$ cat src/rtl/switches_op_pkg.sv
// Shared definitions for the switch-to-op controller.
//   OP_CALC..OP_INPUT : op codes selected by switches 0..3
//   op_invalid()      : invalid op code for a given switch count (== n_sw)
//   op_t              : op code type for the default four-switch build
//   commit_state_e    : commit FSM states (IDLE = op invalid, ACTIVE = op valid)
package switches_op_pkg;

    localparam int unsigned OP_CALC  = 0;
    localparam int unsigned OP_SHOW  = 1;
    localparam int unsigned OP_GEN   = 2;
    localparam int unsigned OP_INPUT = 3;

    localparam int unsigned N_SW_DEFAULT = 4;

    typedef logic [$clog2(N_SW_DEFAULT+1)-1:0] op_t;

    typedef enum logic {
        ST_IDLE   = 1'b0,
        ST_ACTIVE = 1'b1
    } commit_state_e;

    function automatic int unsigned op_invalid(input int unsigned n_sw);
        return n_sw;
    endfunction

endpackage

$ cat src/rtl/sw_debounce.sv
// One switch bit: 2-FF synchroniser followed by a stability counter.
//   clk, rst : clock, synchronous active-high reset
//   sw_i     : raw asynchronous switch level
//   db_o     : debounced level; follows s2 only after DEBOUNCE_CYCLES
//              consecutive cycles of disagreement
module sw_debounce #(
    parameter int unsigned DEBOUNCE_CYCLES = 20000
) (
    input  logic clk,
    input  logic rst,
    input  logic sw_i,
    output logic db_o
);

    localparam int unsigned     CNT_W    = $clog2(DEBOUNCE_CYCLES + 1);
    localparam logic [CNT_W-1:0] CNT_LAST = CNT_W'(DEBOUNCE_CYCLES - 1);

    logic             s1;
    logic             s2;
    logic [CNT_W-1:0] cnt;

    always_ff @(posedge clk) begin
        if (rst) begin
            s1   <= 1'b0;
            s2   <= 1'b0;
            cnt  <= '0;
            db_o <= 1'b0;
        end else begin
            s1 <= sw_i;
            s2 <= s1;
            // Any return to the accepted level discards the partial count.
            if (s2 == db_o) begin
                cnt <= '0;
            end else if (cnt == CNT_LAST) begin
                db_o <= s2;
                cnt  <= '0;
            end else begin
                cnt <= cnt + 1'b1;
            end
        end
    end

endmodule

$ cat src/rtl/switches_op_ctrl.sv
// Debounced slide-switch to op-code controller.
//   clk, rst    : clock, synchronous active-high reset
//   sw_i        : raw switch levels, bit i selects op i
//   busy_i      : downstream engine busy, freezes op_o while high
//   op_o        : committed op code, N_SW means invalid
//   op_valid_o  : registered (op_o != N_SW)
//   op_change_o : one-cycle pulse in the cycle op_o takes a new value
//   pending_o   : decoded op differs from op_o but is held off by busy_i
// Build option SWITCHES_OP_PRIORITY_EN: several set switches resolve to the
// lowest index instead of being treated as invalid.
module switches_op_ctrl
    import switches_op_pkg::*;
#(
    parameter  int unsigned N_SW            = 4,
    parameter  int unsigned DEBOUNCE_CYCLES = 20000,
    localparam int unsigned OP_W            = $clog2(N_SW + 1)
) (
    input  logic            clk,
    input  logic            rst,
    input  logic [N_SW-1:0] sw_i,
    input  logic            busy_i,
    output logic [OP_W-1:0] op_o,
    output logic            op_valid_o,
    output logic            op_change_o,
    output logic            pending_o
);

    localparam logic [OP_W-1:0] OP_INVALID = OP_W'(op_invalid(N_SW));

    logic [N_SW-1:0] db;
    logic [OP_W-1:0] cand;
    logic [OP_W-1:0] op_q, op_d;
    logic            change_q, change_d;
    commit_state_e   state_q, state_d;

    for (genvar g = 0; g < N_SW; g++) begin : g_db
        sw_debounce #(
            .DEBOUNCE_CYCLES(DEBOUNCE_CYCLES)
        ) u_db (
            .clk  (clk),
            .rst  (rst),
            .sw_i (sw_i[g]),
            .db_o (db[g])
        );
    end

    always_comb begin
        cand = OP_INVALID;
`ifdef SWITCHES_OP_PRIORITY_EN
        // Descending scan so the lowest set index is written last.
        for (int unsigned i = N_SW; i > 0; i--) begin
            if (db[i-1]) cand = OP_W'(i - 1);
        end
`else
        if ($countones(db) == 1) begin
            for (int unsigned i = 0; i < N_SW; i++) begin
                if (db[i]) cand = OP_W'(i);
            end
        end
`endif
    end

    always_comb begin
        state_d  = state_q;
        op_d     = op_q;
        change_d = 1'b0;
        if (!busy_i && (cand != op_q)) begin
            op_d     = cand;
            change_d = 1'b1;
            state_d  = (cand == OP_INVALID) ? ST_IDLE : ST_ACTIVE;
        end
    end

    always_ff @(posedge clk) begin
        if (rst) begin
            state_q  <= ST_IDLE;
            op_q     <= OP_INVALID;
            change_q <= 1'b0;
        end else begin
            state_q  <= state_d;
            op_q     <= op_d;
            change_q <= change_d;
        end
    end

    assign op_o        = op_q;
    assign op_valid_o  = (state_q == ST_ACTIVE);
    assign op_change_o = change_q;
    assign pending_o   = busy_i && (cand != op_q);

endmodule

$ cat config.mk
export PLATFORM = sky130hd
export DESIGN_NAME = switches_op_ctrl
export DESIGN_NICKNAME = d
export VERILOG_FILES = /design/src/rtl/switches_op_pkg.sv /design/src/rtl/sw_debounce.sv /design/src/rtl/switches_op_ctrl.sv
export SDC_FILE = /design/constraint.sdc
export NUM_CORES = 1
export LEC_CHECK = 0
export CORE_MARGIN = 2
export CORE_UTILIZATION = 40
export DETAILED_ROUTE_END_ITERATION = 7
export PLACE_DENSITY_LB_ADDON = 0.2
export SLEW_MARGIN = 20
export SYNTH_ARGS = -nofsm -noshare
export SYNTH_HDL_FRONTEND = slang
export SYNTH_SLANG_ARGS = --single-unit
export TNS_END_PERCENT = 50
$ cat constraint.sdc
create_clock -name clk -period 4.4 [get_ports clk]
set_input_delay 1.32 -clock clk [delete_from_list [all_inputs] [get_ports clk]]
set_output_delay 1.32 -clock clk [all_outputs]
set_load 0.01 [all_outputs]
---- After elaboration in Yosys (flattened, before gate mapping) ----
Cells that the tools add are included.
operators by class
  mux-type cells .......................... 7
  reduce and logical (&&, ||, !) cells .... 11
  $add $sub $neg .......................... 7
  order comparisons ....................... 0
  $mul .................................... 0
  div/mod/pow operators ................... 0
  bitwise logic cells ..................... 4
  shift operators ......................... 0
  equal/unequal tests ..................... 11
operators with widths
  cell                     number
  $add A15 B1 Y15 const B  4
  $eq A15 B15 Y1 const B   4
  $mux W3                  5
  $reduce_or A3 Y1         4
  $reduce_and A2 Y1        4
  $add A1 B1 Y2            2
  $eq A1 B1 Y1             4
  $not A1 Y1               4
  $add A2 B2 Y3            1
  $eq A3 B1 Y1 const B     1
  $eq A3 B3 Y1 const B     1
  $ne A3 B3 Y1             1
  $logic_and A1 B1 Y1      2
  $mux W1                  2
  $logic_not A1 Y1         1
word-level totals
  bits in latches ......................... 0
  ROM bits ................................ 0
  output and inout bits ................... 6
  memory bits (writable) .................. 0
  memories kept ........................... 0
  logic and storage cells ................. 59
  flip-flop bits (word level) ............. 77

---- Depth between registers and ports, before layout ----
  depth in word-level cells ............... 8
  gate-level depth with buffers ........... 10

---- Modules after synthesis ----
Synthesis repeated with hierarchy kept, for this count alone.
unflattened totals
  cell total of the unflattened synthesis .. 365
  area total of the unflattened synthesis .. 3747.3 µm²
by module, submodules not included
  module            cells each  area each (µm²)  seq. area each (µm²)  times used
  sw_debounce       80          844.6            360.3                 4
  switches_op_ctrl  45          369.1            100.1                 1

---- Worst setup path before layout ----
OpenSTA, ideal clock, no wires.
  kind .................................... register -> output
  start ................................... register g_db[0].u_db.db_o
  end ..................................... output port pending_o
  setup slack ............................. 0.574 ns
  required time ........................... 3.080 ns
  data arrival time ....................... 2.506 ns
  cell stages (with the launch flop) ...... 11
  path buffers ............................ 0
  cells stage by stage .................... dfxtp_1 -> inv_1 -> fa_1 -> inv_1 -> ha_1 -> ha_1 -> or3b_2 -> o21ai_0 -> a21oi_1 -> o21ai_0 -> and2_1
on the way
  longest elaborated chain between the ends .. 7
  elaborated cells on any way between the ends .. 10
  classes of those cells .................. 2 x add/sub; 2 x eq/ne; 5 x mux; 1 x reduce/logical
RTL lines
  what                                                   RTL line                source
  start: declaration                                     sw_debounce.sv:12       output logic db_o
  start signal: assignment                               sw_debounce.sv:27       db_o <= 1'b0;
  start signal: assignment                               sw_debounce.sv:35       db_o <= s2;
  branches (longest 4 deep; another with $add A2 B2 Y3)  n/a
  $mux W3 *                                              switches_op_ctrl.sv:55  if ($countones(db) == 1) begin
  $ne A3 B3 Y1 *                                         switches_op_ctrl.sv:89  assign pending_o = busy_i && (cand != op_q);
  $logic_and A1 B1 Y1 *                                  switches_op_ctrl.sv:89
  end: declaration                                       switches_op_ctrl.sv:25  output logic pending_o
Every way passes the cells marked *.

---- Worst setup path after layout ----
Ends and elaborated chain as after synthesis.

==> flow_summary.json <==
{
  "viasPerCell": 4.71,
  "core_area_um2": 7810,
  "drtPass1Iterations": 4,
  "cts_tree": "done",
  "crit_required_ns": 3.08,
  "grt_antenna_before_repair": 0,
  "cp_slowest_cell": "fa_1",
  "path_class": "reg -> out",
  "synthArstFlopShare_pct": 0,
  "slew_headroom_pct": 67.5,
  "synth_cells": 367,
  "drv_cap": 0,
  "synthFlopType": "dfxtp_1",
  "synth_nets": 382,
  "endpoint_kind": "output pin",
  "path_cells": "inv_1, fa_1, inv_1, ha_1, ha_4, nor3b_4, o21ai_1, nor3b_2, o21ai_1, and2_1, clkdlybuf4s15_2",
  "cts_buffer_depth": 2,
  "status": "completed",
  "fin_crit_ns": 4.19,
  "final_util_pct": 47.8,
  "hold_depth": 1,
  "hold_start": "g_db[2].u_db.s1",
  "synth-seq-cells": 77,
  "clk_latency_ns": 0.34,
  "diodes": 0,
  "power.density_nw_per_um2": 320,
  "syn_area_per_cell_um2": 8.89,
  "worst-path-max-fanout": 4,
  "hold_end": "g_db[2].u_db.s2",
  "fmax_ghz": 0.239,
  "slew_violations": 0,
  "dpl.cell_count": 479,
  "root_buffer": "clkbuf_8",
  "yosys-top-cells-area": "dfxtp_1, xor2_1, nor2_1, xnor2_1, nand3_1",
  "wl_per_cell_um": 10.4,
  "place_congestion": 0.842,
  "rr_worst_depth": 11,
  "grt_pass1_vias": 2286,
  "syn_area_um2": 3260,
  "clk_pin_slew_ns": 0.07,
  "dieArea_um2": 8900,
  "htreeDepth": 3,
  "drc_errors": 0,
  "yosysTopAreaCellShare_pct": 47.2,
  "setup_ws_ns": 0.211,
  "cts_setup_buffers": 0,
  "start_kind": "register",
  "dp_slack_ns": 0.0137,
  "stdcell_count": 495,
  "dpl.hpwl_mm": 3.60,
  "r2r-end": "op_valid_o",
  "initial_utilization_pct": 41.8,
  "die_w_um": 94.3,
  "ys_warn_count": 0,
  "fin_nets": 403,
  "yosys.area.top_type": "dfxtp_1",
  "yosys-top-cells-count": "nor2_1, dfxtp_1, xor2_1",
  "cts-buffers-inserted": 9,
  "cts_hold_buffers": 0,
  "antenna_left": 0,
  "grt_start_max_net_pins": 15,
  "die_h_um": 94.3,
  "ys_types": 32,
  "slowest_delay_ns": 0.53,
  "critPathArrivalTime_ns": 2.87,
  "synth-edff-count": 0,
  "hold_viol_final": 0,
  "r2r-start": "g_db[0].u_db.db_o",
  "rows": 32,
  "grt_pass1_wl_mm": 9.63,
  "leakage_nw": 1.32,
  "io_pins": 13,
  "io_buffer_count": 12,
  "drt-initial-drc-count": 58,
  "syn2layout_area_growth_pct": 14.4,
  "gr-total-overflow": 0,
  "vias": 2330,
  "clock-skew-final_ns": 0.00783,
  "clock-sinks": 77,
  "holdCritPathClass": "reg -> reg",
  "peakVddDrop_mv": 0.123,
  "finalSetupViolations": 0,
  "layout-drive-gt1-share_pct": 7.63,
  "drt-total-wl_mm": 5.15,
  "ys_seq_area_share_pct": 47.2,
  "ff2ff_setup_slack_ns": 1.81,
  "post-synth-top-count-cell": "nor2_1",
  "tightest_slew_ns": 0.487,
  "fin_crit_sh_pct": 95.2,
  "grt_usage_pct": 13.5
}
-- flip-flops by register name, indices dropped and copies added (netlist names) --
signal and count:
g_db.u_db.cnt 60, g_db.u_db.db_o 4, g_db.u_db.s1 4, g_db.u_db.s2 4
op_change_o 1, op_o 3, op_valid_o 1
-- per-layer routing --
layer	global-route usage, %	vias to the layer above	wire length [µm]
met5	0	-	0
li1	-	1256	-
met1	16.4	1053	2510
met2	22.3	14	2400
met4	4.35	0	74
met3	4.87	7	162
-- power breakdown --
group          internal (W)  total [W]  switching (W)
clock network      0.000225   0.000472       0.000247
registers          0.000701   0.000703     0.00000229
logic             0.0000108  0.0000218      0.0000110
total              0.000936    0.00120       0.000260
-- critical path: cells and delay by family (launching register included) --
kind / cells / cell delay, ns
adder cells (fa/ha/maj): 3 / 0.96
AND/OR/NAND/NOR: 3 / 0.62
flip-flops: 1 / 0.33
buffers and inverters: 3 / 0.32
AO/OA/AOI/OAI: 2 / 0.29
-- cell families (layout without fill, tap and decap cells) --
family,Yosys count,count (layout),share of synthesized area [%]
xor gates and xnor gates,58,58,15.6
buffers and inverters,19,45,2.41
AOI/OAI and AO/OA,11,11,1.96
and+or+nand+nor,190,190,28.3
adders and majority gates,8,8,3.30
muxes,4,4,1.23
DFF,77,77,47.2
-- cell type report --
| cell class | instances | area, µm² |
|---|---|---|
| fillers | 781 | 4070 |
| multi-input cells | 271 | 1680 |
| flip-flops and latches | 77 | 1540 |
| repair buffers | 18 | 166 |
| clock buffers | 12 | 145 |
| well taps | 102 | 128 |
| inverters | 11 | 41.3 |
| clock inverters | 4 | 31.3 |
-- through the flow --
stage               hold slack, ns  setup TNS [ns]  power [W]  area (µm²)
floorplan                    0.414               0   0.000733        3260
global placement             0.424               0   0.000742        3520
detailed placement           0.434               0   0.000742        3520
CTS                          0.444               0    0.00122        3700
global route                 0.463        -0.00961    0.00126        3730
finish                       0.441               0    0.00120        3730
-- worst max-delay path by stage --
stage,from,to,slack [ns]
floorplan,g_db[0].u_db.db_o,pending_o,0.57
global placement,g_db[0].u_db.db_o,pending_o,0.07
detailed placement,g_db[0].u_db.db_o,pending_o,0.01
CTS,g_db[0].u_db.db_o,pending_o,0.008
global route,g_db[0].u_db.db_o,pending_o,-0.01
finish,g_db[0].u_db.db_o,pending_o,0.21
-- timing repair --
action                                  CTS  global route
pin swaps                                 2             1
endpoints found under the setup margin    1             1
hold endpoints to repair                  0             0
gates resized for setup                   6             8
-- layout by cell type, fill, tap and decap left out, types with 2 or more instances in the layout --
cell,count
nand4_1,15
nor2_1,81
inv_6,2
clkdlybuf4s50_1,11
nor4b_1,3
mux2i_1,4
clkbuf_8,10
nand2_1,20
dfxtp_1,75
nor3b_1,2
nand2b_1,6
o21ai_1,2
dfxtp_2,2
buf_4,6
clkbuf_1,2
ha_1,6
nor3_1,11
and3_1,10
nor2b_1,11
xnor2_1,23
a21oi_1,4
inv_1,11
nand3_1,22
xor2_1,35
Power figures use the tool's default switching activity.
